===== src/rtl/rv32i_types.sv =====
// Shared rv32i pipeline types: forwarding mux selects and hazard sequencer states.
package rv32i_types;

    localparam logic [4:0] REG_X0 = 5'd0;

    typedef enum logic [1:0] {
        rs_out  = 2'b00,
        regfile = 2'b01,
        alu_out = 2'b10
    } forwardmux_t;

    typedef enum logic [1:0] {
        RUN,
        MEM_WAIT,
        LU_BUBBLE
    } hazard_state_t;

endpackage


===== src/rtl/fwd_unit.sv =====
// Execute-stage operand forwarding compare for one source register.
module fwd_unit
    import rv32i_types::*;
(
    input  logic [4:0]  ex_rs,
    input  logic [4:0]  mem_rd,
    input  logic        mem_regwrite,
    input  logic [4:0]  wb_rd,
    input  logic        wb_regwrite,
    output forwardmux_t sel
);

    always_comb begin
        // NOTE: assigning a default before any branch keeps this purely combinational; a missed path would infer a latch.
        sel = rs_out;
        if (mem_regwrite && (mem_rd != REG_X0) && (mem_rd == ex_rs)) begin
            sel = alu_out;
        end else if (wb_regwrite && (wb_rd != REG_X0) && (wb_rd == ex_rs)) begin
            sel = regfile;
        end
    end

endmodule


===== src/rtl/hazard_ctrl.sv =====
// Pipeline sequencer for the 5-stage rv32i core: forwarding, load-use bubbles,
// cache-miss freeze, branch squash and stall/flush performance counters.
module hazard_ctrl
    import rv32i_types::*;
#(
    parameter int CNT_W = 32
) (
    input  logic             clk,
    input  logic             rst,
    input  logic [4:0]       id_rs1,
    input  logic [4:0]       id_rs2,
    input  logic             id_use_rs1,
    input  logic             id_use_rs2,
    input  logic [4:0]       ex_rs1,
    input  logic [4:0]       ex_rs2,
    input  logic [4:0]       ex_rd,
    input  logic             ex_load,
    input  logic             ex_regwrite,
    input  logic             ex_branch,
    input  logic             ex_jump,
    input  logic             br_en,
    input  logic [4:0]       mem_rd,
    input  logic             mem_regwrite,
    input  logic [4:0]       wb_rd,
    input  logic             wb_regwrite,
    input  logic             icache_req,
    input  logic             icache_resp,
    input  logic             dcache_req,
    input  logic             dcache_resp,
    output logic [1:0]       forwardA,
    output logic [1:0]       forwardB,
    output logic             load_pc,
    output logic             load_if_id,
    output logic             load_id_ex,
    output logic             load_ex_mem,
    output logic             load_mem_wb,
    output logic             flush_if_id,
    output logic             flush_id_ex,
    output logic             pc_redirect,
    output logic [CNT_W-1:0] stall_cycles,
    output logic [CNT_W-1:0] flush_count
);

    hazard_state_t state, state_next;
    forwardmux_t   fwd_a, fwd_b;

    logic mem_busy, load_use, redirect;
    logic ld_front, ld_id_ex, ld_back;
    logic fl_if_id, fl_id_ex, redir;

    fwd_unit u_fwd_rs1 (
        .ex_rs        (ex_rs1),
        .mem_rd       (mem_rd),
        .mem_regwrite (mem_regwrite),
        .wb_rd        (wb_rd),
        .wb_regwrite  (wb_regwrite),
        .sel          (fwd_a)
    );

    fwd_unit u_fwd_rs2 (
        .ex_rs        (ex_rs2),
        .mem_rd       (mem_rd),
        .mem_regwrite (mem_regwrite),
        .wb_rd        (wb_rd),
        .wb_regwrite  (wb_regwrite),
        .sel          (fwd_b)
    );

    assign mem_busy = (icache_req && !icache_resp) || (dcache_req && !dcache_resp);
    assign redirect = ex_jump || (ex_branch && br_en);
    assign load_use = ex_load && ex_regwrite && (ex_rd != REG_X0) &&
                      ((id_use_rs1 && (id_rs1 == ex_rd)) || (id_use_rs2 && (id_rs2 == ex_rd)));

    // Every state resolves with RUN rules once memory is idle; LU_BUBBLE only
    // differs in that its EX slot is a bubble, so load_use is masked there.
    always_comb begin
        state_next = RUN;
        ld_front   = 1'b0;
        ld_id_ex   = 1'b0;
        ld_back    = 1'b0;
        fl_if_id   = 1'b0;
        fl_id_ex   = 1'b0;
        redir      = 1'b0;
        if (mem_busy) begin
            state_next = MEM_WAIT;
        end else if (redirect) begin
            ld_front = 1'b1;
            ld_id_ex = 1'b1;
            ld_back  = 1'b1;
            fl_if_id = 1'b1;
            fl_id_ex = 1'b1;
            redir    = 1'b1;
        end else if (load_use && (state != LU_BUBBLE)) begin
            state_next = LU_BUBBLE;
            ld_id_ex   = 1'b1;
            fl_id_ex   = 1'b1;
            ld_back    = 1'b1;
        end else begin
            ld_front = 1'b1;
            ld_id_ex = 1'b1;
            ld_back  = 1'b1;
        end
    end

    // NOTE: sequential state uses non-blocking assignments so every register samples pre-edge values.
    always_ff @(posedge clk or posedge rst) begin
        if (rst) begin
            state        <= RUN;
            stall_cycles <= '0;
            flush_count  <= '0;
        end else begin
            state <= state_next;
            if (!(ld_front && ld_id_ex && ld_back) && (stall_cycles != '1)) begin
                stall_cycles <= stall_cycles + CNT_W'(1);
            end
            if (redir && (flush_count != '1)) begin
                flush_count <= flush_count + CNT_W'(1);
            end
        end
    end

    // Outputs are forced quiet for as long as reset is held, independent of the clock.
    assign forwardA    = rst ? 2'b00 : fwd_a;
    assign forwardB    = rst ? 2'b00 : fwd_b;
    assign load_pc     = ld_front && !rst;
    assign load_if_id  = ld_front && !rst;
    assign load_id_ex  = ld_id_ex && !rst;
    assign load_ex_mem = ld_back  && !rst;
    assign load_mem_wb = ld_back  && !rst;
    assign flush_if_id = fl_if_id && !rst;
    assign flush_id_ex = fl_id_ex && !rst;
    assign pc_redirect = redir    && !rst;

endmodule


===== config.mk =====
export PLATFORM = sky130hd
export DESIGN_NAME = hazard_ctrl
export DESIGN_NICKNAME = d
export VERILOG_FILES = /design/src/rtl/rv32i_types.sv /design/src/rtl/fwd_unit.sv /design/src/rtl/hazard_ctrl.sv
export SDC_FILE = /design/constraint.sdc
export NUM_CORES = 1
export LEC_CHECK = 0
export CAP_MARGIN = 20
export CORE_ASPECT_RATIO = 1.4
export CORE_MARGIN = 2
export CORE_UTILIZATION = 49
export DETAILED_ROUTE_END_ITERATION = 8
export GPL_TIMING_DRIVEN = 1
export HOLD_SLACK_MARGIN = 0.06
export PLACE_DENSITY = 0.86
export SKIP_LAST_GASP = 1
export SYNTH_ARGS = -nofsm -noshare
export SYNTH_HDL_FRONTEND = slang
export SYNTH_SLANG_ARGS = --single-unit

===== constraint.sdc =====
create_clock -name clk -period 14.3 [get_ports clk]
set_input_delay 4.29 -clock clk [delete_from_list [all_inputs] [get_ports clk]]
set_output_delay 4.29 -clock clk [all_outputs]
set_load 0.05 [all_outputs]

==> flow_summary.yaml <==
drt:
  drt_wl_total_mm: 9.408
  wl_per_cell_um: 15.87
  drt_iter0_markers: 158
  antenna_left: 0
  avgViaCountPerCell: 5.541
  drc: 0
  vias: 3286
  first_pass_iters: 5
sta:
  timing.fmax_mhz: 85.42
  hold_slack_ps: 497.5
  period_needed_ps: 11710
  rsz0062_at_grt: "false"
  period_share: 0.8186
  worst_slew_pin_slew_ps: 843.8
  fin_tns_setup_ps: 0
  clock_skew_ps: 6.692
  report.final.slew_viol_count: 0
  setup_violations: 0
  hold_viol: 0
  slew_headroom: 0.4375
global_route:
  grt_max_degree: 69
  grt-ovfl-total: 0
  grt_usage: 0.2382
  first_global_vias: 3352
  grt_first_pass_wirelength_mm: 15.71
  antenna_found_initial: 0
yosys:
  syn-num-nets: 416
  syn-instance-count: 364
  yosysWarnings: 0
  synth_edf_count: 0
  ys_ff_latch: 66
  yosysSeqAreaShare: 0.4494
  synth_area_leaders: "dfrtp_1 (45%), xor2_1 (11%), xnor2_1 (10%)"
  synth_ff_type: "dfrtp_1"
  netlist_area_sq_um: 3675
  synth_top_area_share: 0.4494
  synth-async-reset-ratio: 1.000
  syn_area_per_cell_sq_um: 10.10
  ys_types: 45
  synth_top_area_cell: "dfrtp_1"
power_and_ir_drop:
  peakVddDrop_uv: 121.2
  cellPowerDensity_nw_per_um2: 126.1
  p_leak_nw: 2.133
floorplan:
  die_y_um: 106.5
  start_util: 0.5024
  coreArea_sq_um: 7315
  ioPinCount: 126
  die_w_um: 77.19
  rows: 37
  die_area_sq_um: 8218
cells_and_area:
  final_cell_mix: "clkdlybuf4s50_1 (125), dfrtp_1 (66), xor2_1 (48)"
  seqCellArea_sq_um: 1652
  nets: 544
  num_antenna_cells: 0
  layout_commonest_cell: "clkdlybuf4s50_1"
  num-fill-cells: 600
  final_cells: 593
  syn2layout_area_growth_pct: 42.36
  final_util: 0.7152
  multi_input_area_sq_um: 1927
  final_layout_size_suffix_gt1_frac: 0.07056
critical_path:
  reg2reg_depth: 6
  rr_startpoint: "stall_cycles[2]$_DFFE_PP0P_"
  endpoint_kind: "primary output"
  r2r_end: "stall_cycles[4]$_DFFE_PP0P_"
  crit_path_start_kind: "primary input"
  crit_type: "primary input to primary output"
  crit_required_ps: 10010
  critPathMaxFanout: 68
  r2r_slack_ps: 11920
  arrival_ps: 7420
hold_path:
  worstHoldStart: "stall_cycles[23]$_DFFE_PP0P_"
  min_to: "stall_cycles[23]$_DFFE_PP0P_"
  hold_depth: 1
  hold_path.class: "flip-flop to flip-flop"
placement:
  place_inst: 578
  place_hpwl_mm: 7.100
  portBuffers: 125
  gp_congestion: 0.9191
clock_tree:
  ctsResizeCount: 0
  clockBufferDepth: 2
  numClockSinks: 66
  clk_pin_slew_ps: 70
  clock_latency_ps: 340
  root_buffer: "clkbuf_8"
  htreeDepth: 3
  numCtsBuffers: 9
  cts_tree: "yes"
  cts_setup_buffers: 0
  cts_hold_buffers: 0
status:
  status: "finished, final reports clean"
run:
  cap_violations: 0
[layer usage]
metal	routed length [um]	vias to the layer above	part of all wire	GRT usage
met5	0	-	0	0
met4	166	0	0.018	0.1033
met3	508	18	0.054	0.04669
met2	5008	120	0.53	0.4298
met1	3724	1603	0.40	0.2707
li1	-	1545	-	-
[cell type report]
type                            count  area share
Timing Repair Buffer              127      0.2420
Multi-Input combinational cell    275      0.3683
Inverter                           13    0.009328
Clock buffer                       10     0.02631
Sequential cell                    66      0.3157
Tap cell                           97     0.02320
Clock inverter                      5     0.01507
[state kept, by name, indices dropped and copies added (netlist names)]
name	flops
stall_cycles	32
flush_count	32
state	2
[cells in the mapped netlist (all sizes together) (6+ instances only)]
cell type  count
nor2          20
xnor2         42
or4            6
inv           13
nand4         21
nand2         26
nor4          14
xor2          48
dfrtp         66
nand3         25
nor4b          6
nor3          24
[report_power, final]
group          internal [W]  switching (W)
sequential         0.000211      0.0000380
clock              0.000102      0.0000712
combinational     0.0000846       0.000153
[worst max path at each step]
stage	startpoint	end	slack, ps	depth (start not counted)
after floorplan	rst	forwardA[0]	2070	4
after detailed placement	rst	forwardB[0]	2540	7
after CTS	rst	forwardB[0]	2550	7
after global routing	rst	forwardB[0]	2370	7
after global placement	rst	forwardB[0]	2720	7
final	rst	forwardB[0]	2590	7
[cell families (layout without fill, tap and decap cells)]
family	count (synthesis)	count (layout)	synth area share
flops	66	66	0.4494
mux	2	2	0.006128
fa+ha+maj	2	2	0.006809
compound gates	14	14	0.02689
xor+xnor	90	90	0.2145
buf+inv	23	155	0.02792
simple gates	167	167	0.2683
[through the flow]
stage / area (sq um) / total power (W) / worst slack [ps]
floorplan: 3675 / 0.0003970 / 2070
global placement: 5015 / 0.0004832 / 2717
detailed placement: 5015 / 0.0004891 / 2539
CTS: 5231 / 0.0006625 / 2550
global route: 5231 / 0.0006861 / 2367
finish: 5231 / 0.0006598 / 2593
[worst max-delay path, cell delays in order]
cell,delay [ps]
clkdlybuf4s50_1,450
inv_2,60
buf_4,650
o211ai_1,240
or4_1,580
nor4_1,260
clkdlybuf4s50_1,870
(Power assumes the default switching activity.)
